## src/rtl/ctrl_pkg.sv

```systemverilog
// Shared decode types for the decode/control stage: opcodes, ALU/result/immediate
// encodings and the control bundle handed to execute.
package ctrl_pkg;

   localparam logic [6:0] OP_R      = 7'b0110011;
   localparam logic [6:0] OP_I      = 7'b0010011;
   localparam logic [6:0] OP_LOAD   = 7'b0000011;
   localparam logic [6:0] OP_STORE  = 7'b0100011;
   localparam logic [6:0] OP_BRANCH = 7'b1100011;
   localparam logic [6:0] OP_JAL    = 7'b1101111;
   localparam logic [6:0] OP_JALR   = 7'b1100111;
   localparam logic [6:0] OP_LUI    = 7'b0110111;
   localparam logic [6:0] OP_AUIPC  = 7'b0010111;

   localparam logic [6:0] F7_BASE   = 7'b0000000;
   localparam logic [6:0] F7_ALT    = 7'b0100000;
   localparam logic [6:0] F7_MULDIV = 7'b0000001;

   typedef enum logic [3:0] {
      ALU_ADD   = 4'b0000, ALU_SUB  = 4'b0001, ALU_AND  = 4'b0010, ALU_OR   = 4'b0011,
      ALU_XOR   = 4'b0100, ALU_SLT  = 4'b0101, ALU_SLTU = 4'b0110, ALU_SLL  = 4'b0111,
      ALU_SRL   = 4'b1000, ALU_BGE  = 4'b1001, ALU_BGEU = 4'b1010, ALU_SRA  = 4'b1011,
      ALU_BNE   = 4'b1100, ALU_PASSB = 4'b1111
   } alu_op_e;

   typedef enum logic [1:0] {
      RES_ALU = 2'b00, RES_MEM = 2'b01, RES_PC4 = 2'b10
   } result_src_e;

   typedef enum logic [2:0] {
      IMM_I = 3'b000, IMM_S = 3'b001, IMM_B = 3'b010, IMM_J = 3'b011, IMM_U = 3'b100
   } imm_src_e;

   typedef struct packed {
      logic        reg_write;
      result_src_e result_src;
      logic        mem_write;
      logic        jump;
      logic        branch;
      alu_op_e     alu_ctrl;
      logic        alu_src_b;
      logic        alu_src_a;
      imm_src_e    imm_src;
      logic        jalr;
      logic [2:0]  addr_ctrl;
      logic        mul_div;
   } ctrl_bundle_t;

   // alt selects the funct7[5] variants (sub / sra); other funct3 values ignore it.
   function automatic alu_op_e alu_from_funct3(input logic [2:0] f3, input logic alt);
      case (f3)
         3'b000:  return alt ? ALU_SUB : ALU_ADD;
         3'b001:  return ALU_SLL;
         3'b010:  return ALU_SLT;
         3'b011:  return ALU_SLTU;
         3'b100:  return ALU_XOR;
         3'b101:  return alt ? ALU_SRA : ALU_SRL;
         3'b110:  return ALU_OR;
         default: return ALU_AND;
      endcase
   endfunction

endpackage

```

## src/rtl/ctrl_decode.sv

```systemverilog
// Combinational RV32I instruction decoder producing the execute control bundle.
// Define RV32M_DECODE_EN to accept the RV32M funct7=0000001 R-type group.
module ctrl_decode
   import ctrl_pkg::*;
(
   input  logic [31:0]  instr,
   output ctrl_bundle_t ctrl,
   output logic         illegal,
   output logic [4:0]   rd,
   output logic [4:0]   rs1,
   output logic [4:0]   rs2
);

   logic [6:0]   opcode;
   logic [6:0]   funct7;
   logic [2:0]   funct3;
   ctrl_bundle_t c;
   logic         bad;

   assign opcode = instr[6:0];
   assign rd     = instr[11:7];
   assign funct3 = instr[14:12];
   assign rs1    = instr[19:15];
   assign rs2    = instr[24:20];
   assign funct7 = instr[31:25];

   always_comb begin
      c   = '0;
      bad = 1'b0;
      case (opcode)
         OP_R: begin
            c.reg_write = 1'b1;
            if (funct7 == F7_BASE || funct7 == F7_ALT) begin
               c.alu_ctrl = alu_from_funct3(funct3, funct7[5]);
`ifdef RV32M_DECODE_EN
            end else if (funct7 == F7_MULDIV) begin
               c.mul_div  = 1'b1;
               c.alu_ctrl = alu_op_e'({1'b0, funct3});
`endif
            end else begin
               bad = 1'b1;
            end
         end
         OP_I: begin
            c.reg_write = 1'b1;
            c.alu_src_b = 1'b1;
            c.imm_src   = IMM_I;
            c.alu_ctrl  = alu_from_funct3(funct3, 1'b0);
            if (funct3 == 3'b001 && funct7 != F7_BASE)
               bad = 1'b1;
            if (funct3 == 3'b101) begin
               if (funct7 == F7_ALT)        c.alu_ctrl = ALU_SRA;
               else if (funct7 != F7_BASE)  bad = 1'b1;
            end
         end
         OP_LOAD: begin
            c.reg_write  = 1'b1;
            c.result_src = RES_MEM;
            c.alu_src_b  = 1'b1;
            c.imm_src    = IMM_I;
            c.addr_ctrl  = funct3;
            bad = (funct3 == 3'b011) || (funct3 == 3'b110) || (funct3 == 3'b111);
         end
         OP_STORE: begin
            c.mem_write = 1'b1;
            c.alu_src_b = 1'b1;
            c.imm_src   = IMM_S;
            c.addr_ctrl = funct3;
            bad = (funct3 > 3'b010);
         end
         OP_BRANCH: begin
            c.branch  = 1'b1;
            c.imm_src = IMM_B;
            case (funct3)
               3'b000:  c.alu_ctrl = ALU_SUB;
               3'b001:  c.alu_ctrl = ALU_BNE;
               3'b100:  c.alu_ctrl = ALU_SLT;
               3'b101:  c.alu_ctrl = ALU_BGE;
               3'b110:  c.alu_ctrl = ALU_SLTU;
               3'b111:  c.alu_ctrl = ALU_BGEU;
               default: bad = 1'b1;
            endcase
         end
         OP_JAL: begin
            c.reg_write  = 1'b1;
            c.result_src = RES_PC4;
            c.jump       = 1'b1;
            c.imm_src    = IMM_J;
         end
         OP_JALR: begin
            c.reg_write  = 1'b1;
            c.result_src = RES_PC4;
            c.jump       = 1'b1;
            c.jalr       = 1'b1;
            c.alu_src_b  = 1'b1;
            c.imm_src    = IMM_I;
            bad = (funct3 != 3'b000);
         end
         OP_LUI: begin
            c.reg_write = 1'b1;
            c.alu_src_b = 1'b1;
            c.imm_src   = IMM_U;
            c.alu_ctrl  = ALU_PASSB;
         end
         OP_AUIPC: begin
            c.reg_write = 1'b1;
            c.alu_src_a = 1'b1;
            c.alu_src_b = 1'b1;
            c.imm_src   = IMM_U;
         end
         default: bad = 1'b1;
      endcase
      // Illegal ops must not write, jump or branch, so the whole bundle is cleared.
      if (bad)
         c = '0;
   end

   assign ctrl    = c;
   assign illegal = bad;

endmodule

```

## src/rtl/decode_ctrl_stage.sv

```systemverilog
// Registered decode stage: decodes an instruction and holds it in a 2-entry skid buffer.
// Define RV32M_DECODE_EN to enable RV32M decode in the ctrl_decode sub-module.
module decode_ctrl_stage
   import ctrl_pkg::*;
#(
   parameter int XLEN  = 32,
   parameter int CNT_W = 8
) (
   input  logic             clk,
   input  logic             rst_n,
   input  logic             in_valid_i,
   output logic             in_ready_o,
   input  logic [31:0]      instr_i,
   input  logic [XLEN-1:0]  pc_i,
   input  logic             flush_i,
   output logic             out_valid_o,
   input  logic             out_ready_i,
   output ctrl_bundle_t     ctrl_o,
   output logic [4:0]       rd_o,
   output logic [4:0]       rs1_o,
   output logic [4:0]       rs2_o,
   output logic [XLEN-1:0]  pc_o,
   output logic             illegal_o,
   output logic [CNT_W-1:0] illegal_cnt_o
);

   typedef struct packed {
      ctrl_bundle_t    ctrl;
      logic            illegal;
      logic [4:0]      rd;
      logic [4:0]      rs1;
      logic [4:0]      rs2;
      logic [XLEN-1:0] pc;
   } entry_t;

   typedef enum logic [1:0] {EMPTY, ONE, TWO} state_e;

   state_e           state, state_nxt;
   entry_t           head, skid, dec_e;
   logic             accept, pop;
   logic             head_ld_new, head_ld_skid, skid_ld;
   logic             in_ready_q;
   logic [CNT_W-1:0] cnt;

   ctrl_decode u_dec (
      .instr   (instr_i),
      .ctrl    (dec_e.ctrl),
      .illegal (dec_e.illegal),
      .rd      (dec_e.rd),
      .rs1     (dec_e.rs1),
      .rs2     (dec_e.rs2)
   );
   assign dec_e.pc = pc_i;

   assign accept      = in_valid_i & in_ready_q;
   assign out_valid_o = (state != EMPTY);
   assign pop         = out_valid_o & out_ready_i;

   always_ff @(posedge clk or negedge rst_n) begin
      if (!rst_n) state <= EMPTY;
      else        state <= state_nxt;
   end

   always_comb begin
      state_nxt    = state;
      head_ld_new  = 1'b0;
      head_ld_skid = 1'b0;
      skid_ld      = 1'b0;
      case (state)
         EMPTY: if (accept) begin
            state_nxt   = ONE;
            head_ld_new = 1'b1;
         end
         ONE: begin
            if (accept && pop) begin
               head_ld_new = 1'b1;
            end else if (accept) begin
               state_nxt = TWO;
               skid_ld   = 1'b1;
            end else if (pop) begin
               state_nxt = EMPTY;
            end
         end
         TWO: if (pop) begin
            state_nxt    = ONE;
            head_ld_skid = 1'b1;
         end
         default: state_nxt = EMPTY;
      endcase
      // A redirect discards everything, including whatever is accepted this cycle.
      if (flush_i) begin
         state_nxt    = EMPTY;
         head_ld_new  = 1'b0;
         head_ld_skid = 1'b0;
         skid_ld      = 1'b0;
      end
   end

   always_ff @(posedge clk or negedge rst_n) begin
      if (!rst_n) begin
         head       <= '0;
         skid       <= '0;
         in_ready_q <= 1'b1;
         cnt        <= '0;
      end else begin
         if (head_ld_new)       head <= dec_e;
         else if (head_ld_skid) head <= skid;
         if (skid_ld)           skid <= dec_e;
         in_ready_q <= (state_nxt != TWO);
         if (accept && dec_e.illegal && !flush_i && cnt != '1)
            cnt <= cnt + CNT_W'(1);
      end
   end

   assign in_ready_o    = in_ready_q;
   assign ctrl_o        = head.ctrl;
   assign rd_o          = head.rd;
   assign rs1_o         = head.rs1;
   assign rs2_o         = head.rs2;
   assign pc_o          = head.pc;
   assign illegal_o     = head.illegal;
   assign illegal_cnt_o = cnt;

endmodule
```

## config.mk

```make
export PLATFORM = sky130hd
export DESIGN_NAME = decode_ctrl_stage
export DESIGN_NICKNAME = d
export VERILOG_FILES = /design/src/rtl/ctrl_pkg.sv /design/src/rtl/ctrl_decode.sv /design/src/rtl/decode_ctrl_stage.sv
export SDC_FILE = /design/constraint.sdc
export NUM_CORES = 1
export LEC_CHECK = 0
export ABC_AREA = 1
export ABC_CLOCK_PERIOD_IN_PS = 1700
export BUFFER_PORTS_ARGS = -buffer_cell sky130_fd_sc_hd__clkbuf_2
export CORE_MARGIN = 4
export CORE_UTILIZATION = 35
export DETAILED_ROUTE_END_ITERATION = 10
export PLACE_DENSITY_LB_ADDON = 0.1
export SKIP_LAST_GASP = 1
export SLEW_MARGIN = 5
export SYNTH_ARGS = -nofsm -noshare
export SYNTH_HDL_FRONTEND = slang
export SYNTH_SLANG_ARGS = --single-unit
```

## constraint.sdc

```tcl
create_clock -name clk -period 1.7 [get_ports clk]
set_input_delay 0.085 -clock clk [delete_from_list [all_inputs] [get_ports clk]]
set_output_delay 0.085 -clock clk [all_outputs]
set_load 0.02 [all_outputs]
```

==> parameters.txt <==
Parameter                              Value

Global route
  Largest net degree at the start of global routing ... 70
  Global-route usage over all layers ... 16.91%
  Number of antenna violations at the first check in global routing ... 0
  Number of global-route vias before repair ... 5780
  Global route overflow ... 0
  Global-route wire length before repair ... 29.50 mm

Setup path
  CP most frequent cell ... nand2_4
  Cell-by-cell listing of the critical path ... nand2_2 > nor2_4 > nand2_4 > nor2_8 > inv_4 > nand2_4 > inv_8 > clkbuf_16 > nand2_1 > o211ai_1
  Worst Path Class, Setup ... reg -> reg
  Slowest Stage Delay on Critical Path ... 540 ps
  Crit. End Element ... flip-flop
  Category of the worst setup path launch point ... flip-flop
  Critical path fanouts, max ... 19
  Cell class contributing the biggest share of worst-path delay ... flip-flops
  Master of the slowest instance on the critical path ... dfstp_2
  Arr. time, crit path ... 1870 ps
  Crit path depth ... 10
  Required time of the worst setup path ... 1980 ps
  Length in cells of the worst reg-to-reg path ... 10
  Buffers & Inverters on Critical Path ... 3

Floorplan
  Floorplan die height ... 145.1 um
  Number of rows created at floorplan ... 49
  Width of the die ... 145.1 um
  Initial core utilization ... 36.15%
  Placeable core area ... 0.01821 sq mm
  Top Ports ... 147
  Overall die area ... 0.02107 sq mm

Pwr
  Total power divided by cell area ... 1110 mW/mm^2
  Worst ir drop on vdd ... 0.0006858 V
  Static power due to leakage ... 4.456 nW
  Power share of the clock group ... 36.7%
  NetSw ... 2.927 mW
  Sequential fraction of design power ... 44.1%
  Internal power of the cells ... 6.914 mW
  Comb power frac ... 19.1%
  Switching power as a share of total power ... 29.74%

Run status
  Outcome ... completed

Synth
  Number of instances in the synthesized netlist ... 781
  Yosys reg bits ... 143
  Cell area after technology mapping ... 0.006583 sq mm
  List of most frequent post-synthesis cells ... nand2_1, dfrtp_1, inv_1
  Fraction of synthesized cell area taken by the top area cell type ... 53.98%
  Count of flip-flops with a built-in enable after synthesis ... 0
  Top-count cell post-synth ... nand2_1
  Async set-reset flop share out of synthesis ... 100.0%
  Main synth FF type ... dfrtp_1
  Avg Cell Area, Syn ... 8.428 sq um
  Number of nets in the synthesized netlist ... 851
  Post-synthesis cell type with the largest combined area ... dfrtp_1
  Post-synthesis sequential area ratio ... 54.38%
  Post-synth cell types ... 39
  Count of warnings emitted by yosys ... 0
  Top area cells in the synthesized netlist ... dfrtp_1, nand2_1, o211ai_1

Cells and area
  Area growth from synthesis to layout ... 34.69%
  Layout cell share with drive strength beyond 1 ... 23.67%
  Fillcell total ... 1774
  Antenna cell count ... 0
  Final-stage net count ... 1054

Clock tree
  Clk Latency, worst-skew pair ... 420 ps
  TritonCTS clock tree ... done
  Maximum number of buffers from clock root to sink ... 2
  H-tree levels ... 4
  Clk pin slew, worst setup/hold paths ... 60 ps
  Sink count of the clock tree ... 143
  Library cell used as clock root buffer ... clkbuf_16
  Number of clock buffers inserted by TritonCTS ... 17

Place
  GPL Wtd Cong ... 0.8173
  Setup WS pre-CTS ... 67.75 ps
  Port bufs ... 145
  Half-perimeter wire length of the detailed placement result ... 11.66 mm

STA
  Setup clock skew after layout ... 9.734 ps
  Hold Vio Cnt, Final ... 0
  Setup repair after global routing missed its margin ... yes
  Final worst-path cycle share ... 93.43%
  Final setup fails ... 0
  Number of max-slew violations in the final report ... 0
  Highest Clock Rate ... 0.6296 GHz
  Post-route worst setup slack ... 111.7 ps
  Post-Route Hold Slack ... 112.3 ps
  Final critical path time including I/O delays and setup ... 1588 ps

Min path
  Class of the worst hold path ... in -> reg
  Hold-critical path depth ... 4

Run
  Max-cap viol count ... 0

Drt
  Remaining antenna violation count ... 0
  Vias after detailed routing ... 5735
  Initial DRC count ... 289
  Per-cell via count in the routed design ... 4.678
  WL per Instance ... 14.00 um
  Pre-antenna DRT Iters ... 5
  Routed wire length ... 17.16 mm
  Number of design rule violations left after detail routing ... 0
final timing paths:
| check | from | to | slack (ps) |
|---|---|---|---|
| max | in_ready_o | pc_o[23] | 110 |
| min | instr_i[5] | ctrl_o[17] | 110 |
| max reg2reg | in_ready_o | pc_o[23] | 110 |
| min reg2reg | ctrl_o[14] | ctrl_o[14] | 480 |
| max in group asynchronous | rst_n | pc_o[7] | 980 |
| min in group asynchronous | rst_n | skid[32] | 120 |
state kept, by name (all words and copies together) (netlist names), 2 cells and up:
signal / cells
illegal_cnt_o: 8
ctrl_o: 18
pc_o: 32
rs2_o: 5
state: 2
rd_o: 5
skid: 66
rs1_o: 5
routing by layer:
metal,vias up,track usage [%],share of wire (%)
li1,2946,-,-
met1,2649,23.43,48
met2,128,26.85,47
met3,12,4.085,4.7
met4,0,4.321,0.83
met5,-,0,0
cells in the final DEF (no fill, tap or decap), drive strengths merged:
cell type,n
nand2,272
clkbuf,164
dfrtp,142
inv,79
o21ai,79
o211ai,51
dlygate4sd3,50
nor2,44
nand3,36
buf,25
nand4,8
o21bai,7
clkinv,6
a21oi,5
xor2,4
clkinvlp,4
nand3b,3
xnor2,2
a22o,2
o21a,2
o22ai,2
bufinv,2
o221ai,1
a31oi,1
a311oi,1
a21boi,1
nor3,1
ha,1
conb,1
dfstp,1
cell type report:
class	count	area, sq um	share of cell area [%]
Multi-Input combinational cell	524	2572	29.02
Sequential cell	143	3580	40.38
Tap cell	229	286.5	3.232
Timing Repair Buffer	220	1550	17.49
Clock buffer	19	432.9	4.883
Inverter	78	304.0	3.429
Clock inverter	13	140.1	1.581
power groups by stage:
stage	Sequential [mW]	Clock, mW	Combinational (mW)
floorplan	4.68	0	0.768
global placement	4.39	0	1.79
detailed placement	4.40	0	1.81
CTS	4.35	3.74	1.90
global route	4.41	3.87	2.13
finish	4.34	3.62	1.88
logic make-up (layout without fill, tap and decap cells):
kind of cell	after synthesis	in the layout	synth area share [%]
AO/OA/AOI/OAI	152	152	14.31
XOR/XNOR	6	6	0.7983
adder cells (fa/ha/maj)	1	1	0.1900
buffers and inverters	114	330	7.090
flip-flops	143	143	54.38
other	1	1	0.05697
AND/OR/NAND/NOR	364	364	23.17
per-stage QoR:
| step | total power, mW | TNS (ps) | cell area (sq um) | utilization [%] | std cells |
|---|---|---|---|---|---|
| 5_1_grt | 10.42 | -5.951 | 8866 | 48.69 | 1226 |
| 4_1_cts | 9.987 | 0 | 8826 | 48.47 | 1225 |
| 3_3_place_gp | 6.180 | 0 | 7752 | 42.58 | 1143 |
| 3_5_place_dp | 6.212 | 0 | 7752 | 42.58 | 1143 |
| 2_1_floorplan | 5.452 | -248.0 | 6624 | - | 781 |
| 6_report | 9.841 | 0 | 8866 | 48.69 | 1226 |
tightest hold or removal path: cells and delay by family:
kind	cells	cell delay, ps
compound gates	1	60
simple gates	2	190
buf+inv	1	150
what timing repair did:
action | 4_1_cts | 5_1_grt
resized for setup | 0 | 4
hold buffers | 50 | 0
endpoints found under the hold margin | 239 | 0
setup buffers | 0 | 0
endpoints found under the setup margin | 0 | 66
No activity file was read; power rests on OpenSTA's default activity.
